===== src/rtl/mini_encoder.sv =====
// RV32I ALU instruction encoder (OP / OP-IMM) feeding a small word FIFO that
// streams encoded words out with a sequential instruction-memory address.
module mini_encoder #(
  parameter int FIFO_DEPTH = 4,
  parameter int ADDR_W     = 10,
  parameter int BASE_ADDR  = 0
) (
  input  logic              clk,
  input  logic              resetn,
  input  logic              clear,
  input  logic              in_valid,
  output logic              in_ready,
  input  logic              in_isimm,
  input  logic [4:0]        in_rd,
  input  logic [4:0]        in_rs1,
  input  logic [4:0]        in_rs2,
  input  logic [2:0]        in_func3,
  input  logic              in_funcqual,
  input  logic [31:0]       in_imm,
  output logic              out_valid,
  input  logic              out_ready,
  output logic [31:0]       out_instr,
  output logic [ADDR_W-1:0] out_addr,
  output logic              err_pulse,
  output logic [7:0]        err_count
);

  localparam int PTR_W = (FIFO_DEPTH > 1) ? $clog2(FIFO_DEPTH) : 1;
  localparam int CNT_W = PTR_W + 1;
  localparam logic [6:0] OPC_OP_IMM = 7'b0010011;
  localparam logic [6:0] OPC_OP     = 7'b0110011;
  localparam logic [ADDR_W-1:0] BASE = ADDR_W'(BASE_ADDR);

  logic [31:0]       r_mem [FIFO_DEPTH];
  logic [PTR_W-1:0]  r_wptr;
  logic [PTR_W-1:0]  r_rptr;
  logic [CNT_W-1:0]  r_count;
  logic [ADDR_W-1:0] r_addr;
  logic              r_alive;
  logic              r_err_pulse;
  logic [7:0]        r_err_count;

  logic        w_full;
  logic        w_empty;
  logic        w_accept;
  logic        w_push;
  logic        w_pop;
  logic        w_reject;
  logic        w_is_shift;
  logic        w_legal;
  logic [31:0] w_word;

  always_comb begin
    w_is_shift    = (in_func3 == 3'b001) || (in_func3 == 3'b101);
    w_word        = '0;
    w_legal       = 1'b0;
    w_word[11:7]  = in_rd;
    w_word[14:12] = in_func3;
    w_word[19:15] = in_rs1;
    if (in_isimm) begin
      w_word[6:0] = OPC_OP_IMM;
      if (w_is_shift) begin
        w_word[24:20] = in_imm[4:0];
        w_word[31:25] = {1'b0, in_funcqual, 5'b0};
        w_legal       = (in_imm[31:5] == 27'd0) && (!in_funcqual || (in_func3 == 3'b101));
      end else begin
        // Immediate must fit the 12-bit signed field: bits 31..11 all copies of the sign.
        w_word[31:20] = in_imm[11:0];
        w_legal       = ((&in_imm[31:11]) || !(|in_imm[31:11])) && !in_funcqual;
      end
    end else begin
      w_word[6:0]   = OPC_OP;
      w_word[24:20] = in_rs2;
      w_word[31:25] = {1'b0, in_funcqual, 5'b0};
      w_legal       = !in_funcqual || (in_func3 == 3'b000) || (in_func3 == 3'b101);
    end
  end

  assign w_full    = (r_count == CNT_W'(FIFO_DEPTH));
  assign w_empty   = (r_count == '0);
  assign in_ready  = r_alive && !w_full && !clear;
  assign w_accept  = in_valid && in_ready;
  assign w_push    = w_accept && w_legal;
  assign w_reject  = w_accept && !w_legal;
  assign out_valid = !w_empty;
  assign w_pop     = out_valid && out_ready;
  // Gate the read so an empty FIFO always presents zero rather than stale data.
  assign out_instr = w_empty ? 32'd0 : r_mem[r_rptr];
  assign out_addr  = r_addr;
  assign err_pulse = r_err_pulse;
  assign err_count = r_err_count;

  always_ff @(posedge clk) begin
    if (w_push) r_mem[r_wptr] <= w_word;
  end

  always_ff @(posedge clk or negedge resetn) begin
    if (!resetn) begin
      r_wptr      <= '0;
      r_rptr      <= '0;
      r_count     <= '0;
      r_addr      <= BASE;
      r_alive     <= 1'b0;
      r_err_pulse <= 1'b0;
      r_err_count <= 8'd0;
    end else begin
      r_alive     <= 1'b1;
      r_err_pulse <= w_reject;
      if (clear) begin
        r_wptr      <= '0;
        r_rptr      <= '0;
        r_count     <= '0;
        r_addr      <= BASE;
        r_err_count <= 8'd0;
      end else begin
        if (w_push) r_wptr <= r_wptr + 1'b1;
        if (w_pop) begin
          r_rptr <= r_rptr + 1'b1;
          r_addr <= r_addr + 1'b1;
        end
        if (w_push && !w_pop) begin
          r_count <= r_count + 1'b1;
        end else if (!w_push && w_pop) begin
          r_count <= r_count - 1'b1;
        end
        if (w_reject && (r_err_count != 8'hFF)) r_err_count <= r_err_count + 8'd1;
      end
    end
  end

endmodule


===== config.mk =====
export PLATFORM = sky130hd
export DESIGN_NAME = mini_encoder
export DESIGN_NICKNAME = d
export VERILOG_FILES = /design/src/rtl/mini_encoder.sv
export SDC_FILE = /design/constraint.sdc
export NUM_CORES = 1
export LEC_CHECK = 0
export CAP_MARGIN = 25
export CORE_ASPECT_RATIO = 0.5
export CORE_MARGIN = 2
export CORE_UTILIZATION = 47
export DETAILED_ROUTE_END_ITERATION = 8
export PLACE_DENSITY = 0.74
export SYNTH_ARGS = -nofsm -noshare
export SYNTH_HDL_FRONTEND = slang
export SYNTH_SLANG_ARGS = --single-unit

===== constraint.sdc =====
create_clock -name clk -period 2.32 [get_ports clk]
set_input_delay 0.464 -clock clk [delete_from_list [all_inputs] [get_ports clk]]
set_output_delay 0.464 -clock clk [all_outputs]
set_load 0.02 [all_outputs]

**Word level (Yosys, flattened, before mapping)**

Memory sizes are Yosys's and may differ from the RTL's.
Index checks and enable logic that the tools add are counted.

- Register bits: 27
- RAM bits: 124
- Output and inout port bits: 53
- Word-level logic and storage cells: 70
- Memories kept: 1

Memories:

| name | depth | bits a word | read ports | clocked after memory_dff | wr ports | line | RTL |
|---|---|---|---|---|---|---|---|
| r_mem | 4 | 31 | 1 | 0 | 1 | 34 | `logic [31:0] r_mem [FIFO_DEPTH];` |

- Add/sub/neg operators: 6
- Eq/ne operators: 4
- Muxes and demuxes: 19
- Reductions and logical operators: 33

Operator list:

| kind | number |
|---|---|
| 32-bit two-way mux | 1 |
| 27-bit logical NOT | 1 |
| 12-bit two-way mux | 2 |
| 21-bit AND reduction | 1 |
| 21-bit OR reduction | 1 |
| 10-bit two-way mux | 2 |
| 8-bit two-way mux | 2 |
| 1-bit logical AND | 11 |
| 10-bit by 1-bit adder with 10-bit output, second input constant | 1 |
| 3-bit two-way mux | 3 |
| 8-bit by 1-bit adder with 8-bit output, second input constant | 1 |
| 1-bit logical NOT | 8 |
| 2-bit two-way mux | 4 |
| 8-bit inequality test, second input constant | 1 |
| 3-bit equality test, second input constant | 2 |
| 3-bit logical NOT | 2 |
| 6-bit two-way mux | 1 |
| 2-bit nonzero test | 3 |
| 1-bit logical OR | 5 |
| 2-bit by 1-bit adder with 2-bit output, second input constant | 2 |
| 1-bit two-way mux | 4 |
| 3-bit by 1-bit adder with 3-bit output, second input constant | 1 |
| 3-bit by 1-bit equality test with 1-bit output, second input constant | 1 |
| 3-bit nonzero test | 1 |
| 3-bit by 1-bit subtractor with 3-bit output, second input constant | 1 |

**Longest topological paths before layout**

- Depth after elaboration: 12
- Mapped depth: 10

**Worst setup path before layout**

Ideal clock, no wire load.

- Kind: input -> register
- From: in in_imm[19]
- To: mem r_mem[0][10] in the netlist's numbering (enable)
- Setup time: 0.385 ns
- Data arrival time: 2.347 ns
- Data required time: 1.935 ns
- Path slack: -0.412 ns
- Cell stages on the path: 6
- Cell sequence: nand4_1 or4_1 o22a_2 o22ai_4 buf_4 and2_1

- Longest elaborated chain between the ends: 9
- Elaborated cells between the ends (all ways): 12

RTL lines:

| what | line | RTL |
|---|---|---|
| start: declaration | 19 | `input logic [31:0] in_imm,` |
| 21-bit OR reduction | 69 | `w_legal = ((&in_imm[31:11]) \|\| !(\|in_imm[31:11])) && !in_funcqual;` |
| 1-bit logical NOT | 69 |  |
| 1-bit logical OR | 69 |  |
| 1-bit logical AND | 69 |  |
| 1-bit two-way mux (*) | 62 | `if (w_is_shift) begin` |
| 1-bit two-way mux (*) | 60 | `if (in_isimm) begin` |
| 1-bit logical AND (*) | 83 | `assign w_push = w_accept && w_legal;` |
| 1-bit two-way mux (*) | 94 | `if (w_push) r_mem[r_wptr] <= w_word;` |
| 1-bit two-way mux (not written as such) (*) | 94 |  |
| end: declaration | 34 |  |

Every way passes the cells marked *; elsewhere a longest branch is shown, timed or not.

**Worst setup path after layout**

- From: reg r_rptr[0]
- To: out out_instr[29]

- Longest elaborated chain between the ends: 2

RTL lines:

| what | line | RTL |
|---|---|---|
| start: declaration | 36 | `logic [PTR_W-1:0] r_rptr;` |
| start signal: assignment | 118 | `r_rptr <= r_rptr + 1'b1;` |
| memory read 4 x 31 bit | - |  |
| 32-bit two-way mux | 88 | `assign out_instr = w_empty ? 32'd0 : r_mem[r_rptr];` |
| end: declaration | 22 | `output logic [31:0] out_instr,` |

Every way passes these cells.

==> summary.md <==
| Metric | Value |
|---|---|
| Largest net degree at the start of global routing | 33 |
| Clock Sinks | 131 |
| ANT nets after route | 0 |
| Vias | 3640 |
| Pre-CTS WS | -651.5 ps |
| Setup-failing EPs final | 21 |
| Die W | 160.4 um |
| Vias/cell | 5.193 |
| Final period util | 1.037 |
| Clk root buf | clkbuf_16 |
| Max IR drop VDD | 546.0 uV |
| Routed wire per std cell | 17.61 um |
| Share of layout cells above drive strength 1 | 0.3675 |
| Synth top area cells | edfxtp_1 (54%), dfrtp_1 (12%), mux4_2 (10%) |
| Final Max Tran Viols | 0 |
| Vias in the first global route | 3711 |
| Asr flop ratio synth | 0.2061 |
| Clk_lat worst skew | 420 ps |
| Final hold viol count | 0 |
| Critical Path AT | 1940 ps |
| First-pass GRT wire length | 19110 um |
| CP Data Required Time | 1860 ps |
| 1st-iter DRT viols | 170 |
| CP max stage delay | 500 ps |
| Drt first pass iters | 4 |
| Synth Register Bits | 131 |
| TritonCTS clock tree | done |
| Gate Count Post-Synth | 366 |
| Die area | 13180 um2 |
| Die height | 82.18 um |
| Grt ovf | 0 |
| Worst-path cell chain | buf_12 -> buf_12 -> mux4_2 -> and2_4 -> buf_6 |
| Worst setup margin | -85.43 ps |
| FF/Latch Area | 3800 um2 |
| Port Buffers | 106 |
| Failing checks | negative setup slack |
| Number of synthesized flops with an enable pin | 104 |
| H-tree lvl count | 4 |
| Number of max-cap violations | 0 |
| Crit start category | flip-flop |
| HP Class | input port to async pin |
| Syn. warnings | 0 |
| Area of the multi-input gates | 1976 um2 |
| Mapped Area | 5746 um2 |
| Syn avg cell area | 15.70 um2 |
| Most frequent CP cell | buf_12 |
| CTS clk-pin slew, worst paths | 60 ps |
| Routed wire length | 12340 um |
| Antenna cell count | 0 |
| Final min period | 2405 ps |
| Area leader, netlist | edfxtp_1 |
| Most frequent cell after synthesis | edfxtp_1 |
| Crit end category | output pin |
| Ports | 110 |
| Run status | complete, but fails checks |
| Detailed placement HPWL | 7811 um |
| DRC violation count after routing | 0 |
| Fillers | 798 |
| Power Dens Cells | 940.8 nW/um2 |
| CTS buffer count | 17 |
| Synth top area share | 0.5436 |
| RSZ-0062 raised after global routing | true |
| Initial antenna violation count | 0 |
| Layout Skew | 10.22 ps |
| Longest Clk Path Bufs | 2 |
| FMAX | 0.4157 GHz |
| Crit path kind | flip-flop to output pin |
| CORE AREA | 11880 um2 |
| # nets final | 587 |
| Synthesis-to-layout area growth | 42.55% |
| Post-synthesis sequential area ratio | 0.6611 |
| P_leak | 0.003107 uW |
| Core Rows | 28 |
| GRT Util Overall | 0.1968 |
| Top post-synthesis cells by count | edfxtp_1 (104), and2_1 (32), dfrtp_1 (27) |
| CP max FO | 6 |
| Fin util | 0.6896 |
| Initial core utilization | 0.4838 |
| Cell variety after synth | 45 |
| Synth Flop Type | edfxtp_1 |
| Routability cong. | 0.7567 |
| CP max-delay cell | mux4_2 |
-- cell families after synthesis --
| kind of cell | synth area share |
|---|---|
| flip-flops | 0.6612 |
| AND/OR/NAND/NOR | 0.1141 |
| multiplexers | 0.1224 |
| buffers and inverters | 0.02548 |
| AO/OA/AOI/OAI | 0.03376 |
| XOR/XNOR | 0.02526 |
| adder cells (fa/ha/maj) | 0.01655 |
| other | 0.001307 |
-- path summary, 6_finish.rpt --
check / slack, ps / start / cells after the start / end
worst max register to register: 110 / r_count[1] / 8 / r_count[1]
worst min register to register: 560 / out_addr[9] / 2 / out_addr[9]
worst max-delay path: -90 / r_rptr[0] / 5 / out_instr[29]
worst min-delay path: 320 / resetn / 1 / out_addr[3]
max in group asynchronous: 1380 / resetn / 2 / r_rptr[0]
min in group clk: 460 / in_func3[2] / 2 / r_mem[1][13]
-- final cells by class --
cell class / count / share of cell area
well taps: 165 / 0.02521
flip-flops and latches: 131 / 0.4639
clock buffers: 17 / 0.05194
repair buffers: 158 / 0.1974
multi-input cells: 206 / 0.2412
clock inverters: 15 / 0.01619
inverters: 9 / 0.004125
-- timing repair --
action                     CTS  global route
hold buffers                 0             0
buffers inserted             9             3
gates cloned                 1             0
gates resized for setup    181            73
setup endpoints to repair  140           131
pin swaps                    9            19
-- placed cells by master (no fill, tap or decap), types with 4 or more instances in the layout --
cell,netlist,final
conb_1,2,4
mux2_2,5,5
dfrtp_1,27,26
buf_12,0,11
clkinvlp_4,0,5
buf_4,7,35
nand2_1,10,10
clkdlybuf4s15_1,0,5
mux4_2,26,26
xnor2_1,4,4
and2_4,0,25
ha_1,6,6
dlymetal6s2s_1,0,6
inv_1,9,8
nand4_1,9,9
clkbuf_16,0,17
xor2_1,10,10
and2_2,0,4
and3_1,11,10
dlygate4sd2_1,0,19
mux2i_1,5,5
o21ai_0,4,4
nor2_1,25,23
clkbuf_2,0,4
inv_6,0,4
clkdlybuf4s50_1,0,46
edfxtp_1,104,104
nand3_1,5,5
a21oi_1,5,5
buf_6,0,29
-- where the power goes --
| part | switching, uW | internal (uW) |
|---|---|---|
| Combinational | 1180 | 1350 |
| Clock | 1050 | 1480 |
| Sequential | 54.6 | 2600 |
-- metrics by stage --
stage	setup TNS, ps	cells	cell area (um2)	hold WS, ps	power, uW
after floorplan	-10570	368	5778	168.4	3868
final	-1185	701	8190	317.3	7706
after global routing	-2784	701	8190	341.5	8005
after global placement	-56010	662	7393	526.7	4865
after detailed placement	-57380	662	7393	541.1	4889
after CTS	-2171	700	8026	313.8	7459
-- routing by layer --
layer	global-route usage	up-vias	part of all wire
met5	0	-	0
met2	0.3264	109	0.49
li1	-	1706	-
met3	0.05245	15	0.057
met1	0.2525	1810	0.44
met4	0.08468	0	0.012
-- worst max-delay path, delay by kind of cell, from the launching register on --
kind | cells | cell delay (ps)
buf+inv | 3 | 380
flops | 1 | 450
mux | 1 | 500
simple gates | 1 | 180
-- flip-flops by register name (all words and copies together), names as in the netlist --
signal and flops:
err_pulse 1, r_alive 1, r_rptr 2, r_mem 104, r_wptr 2, err_count 8, out_addr 10, r_count 3
No activity file was read; power rests on OpenSTA's default activity.
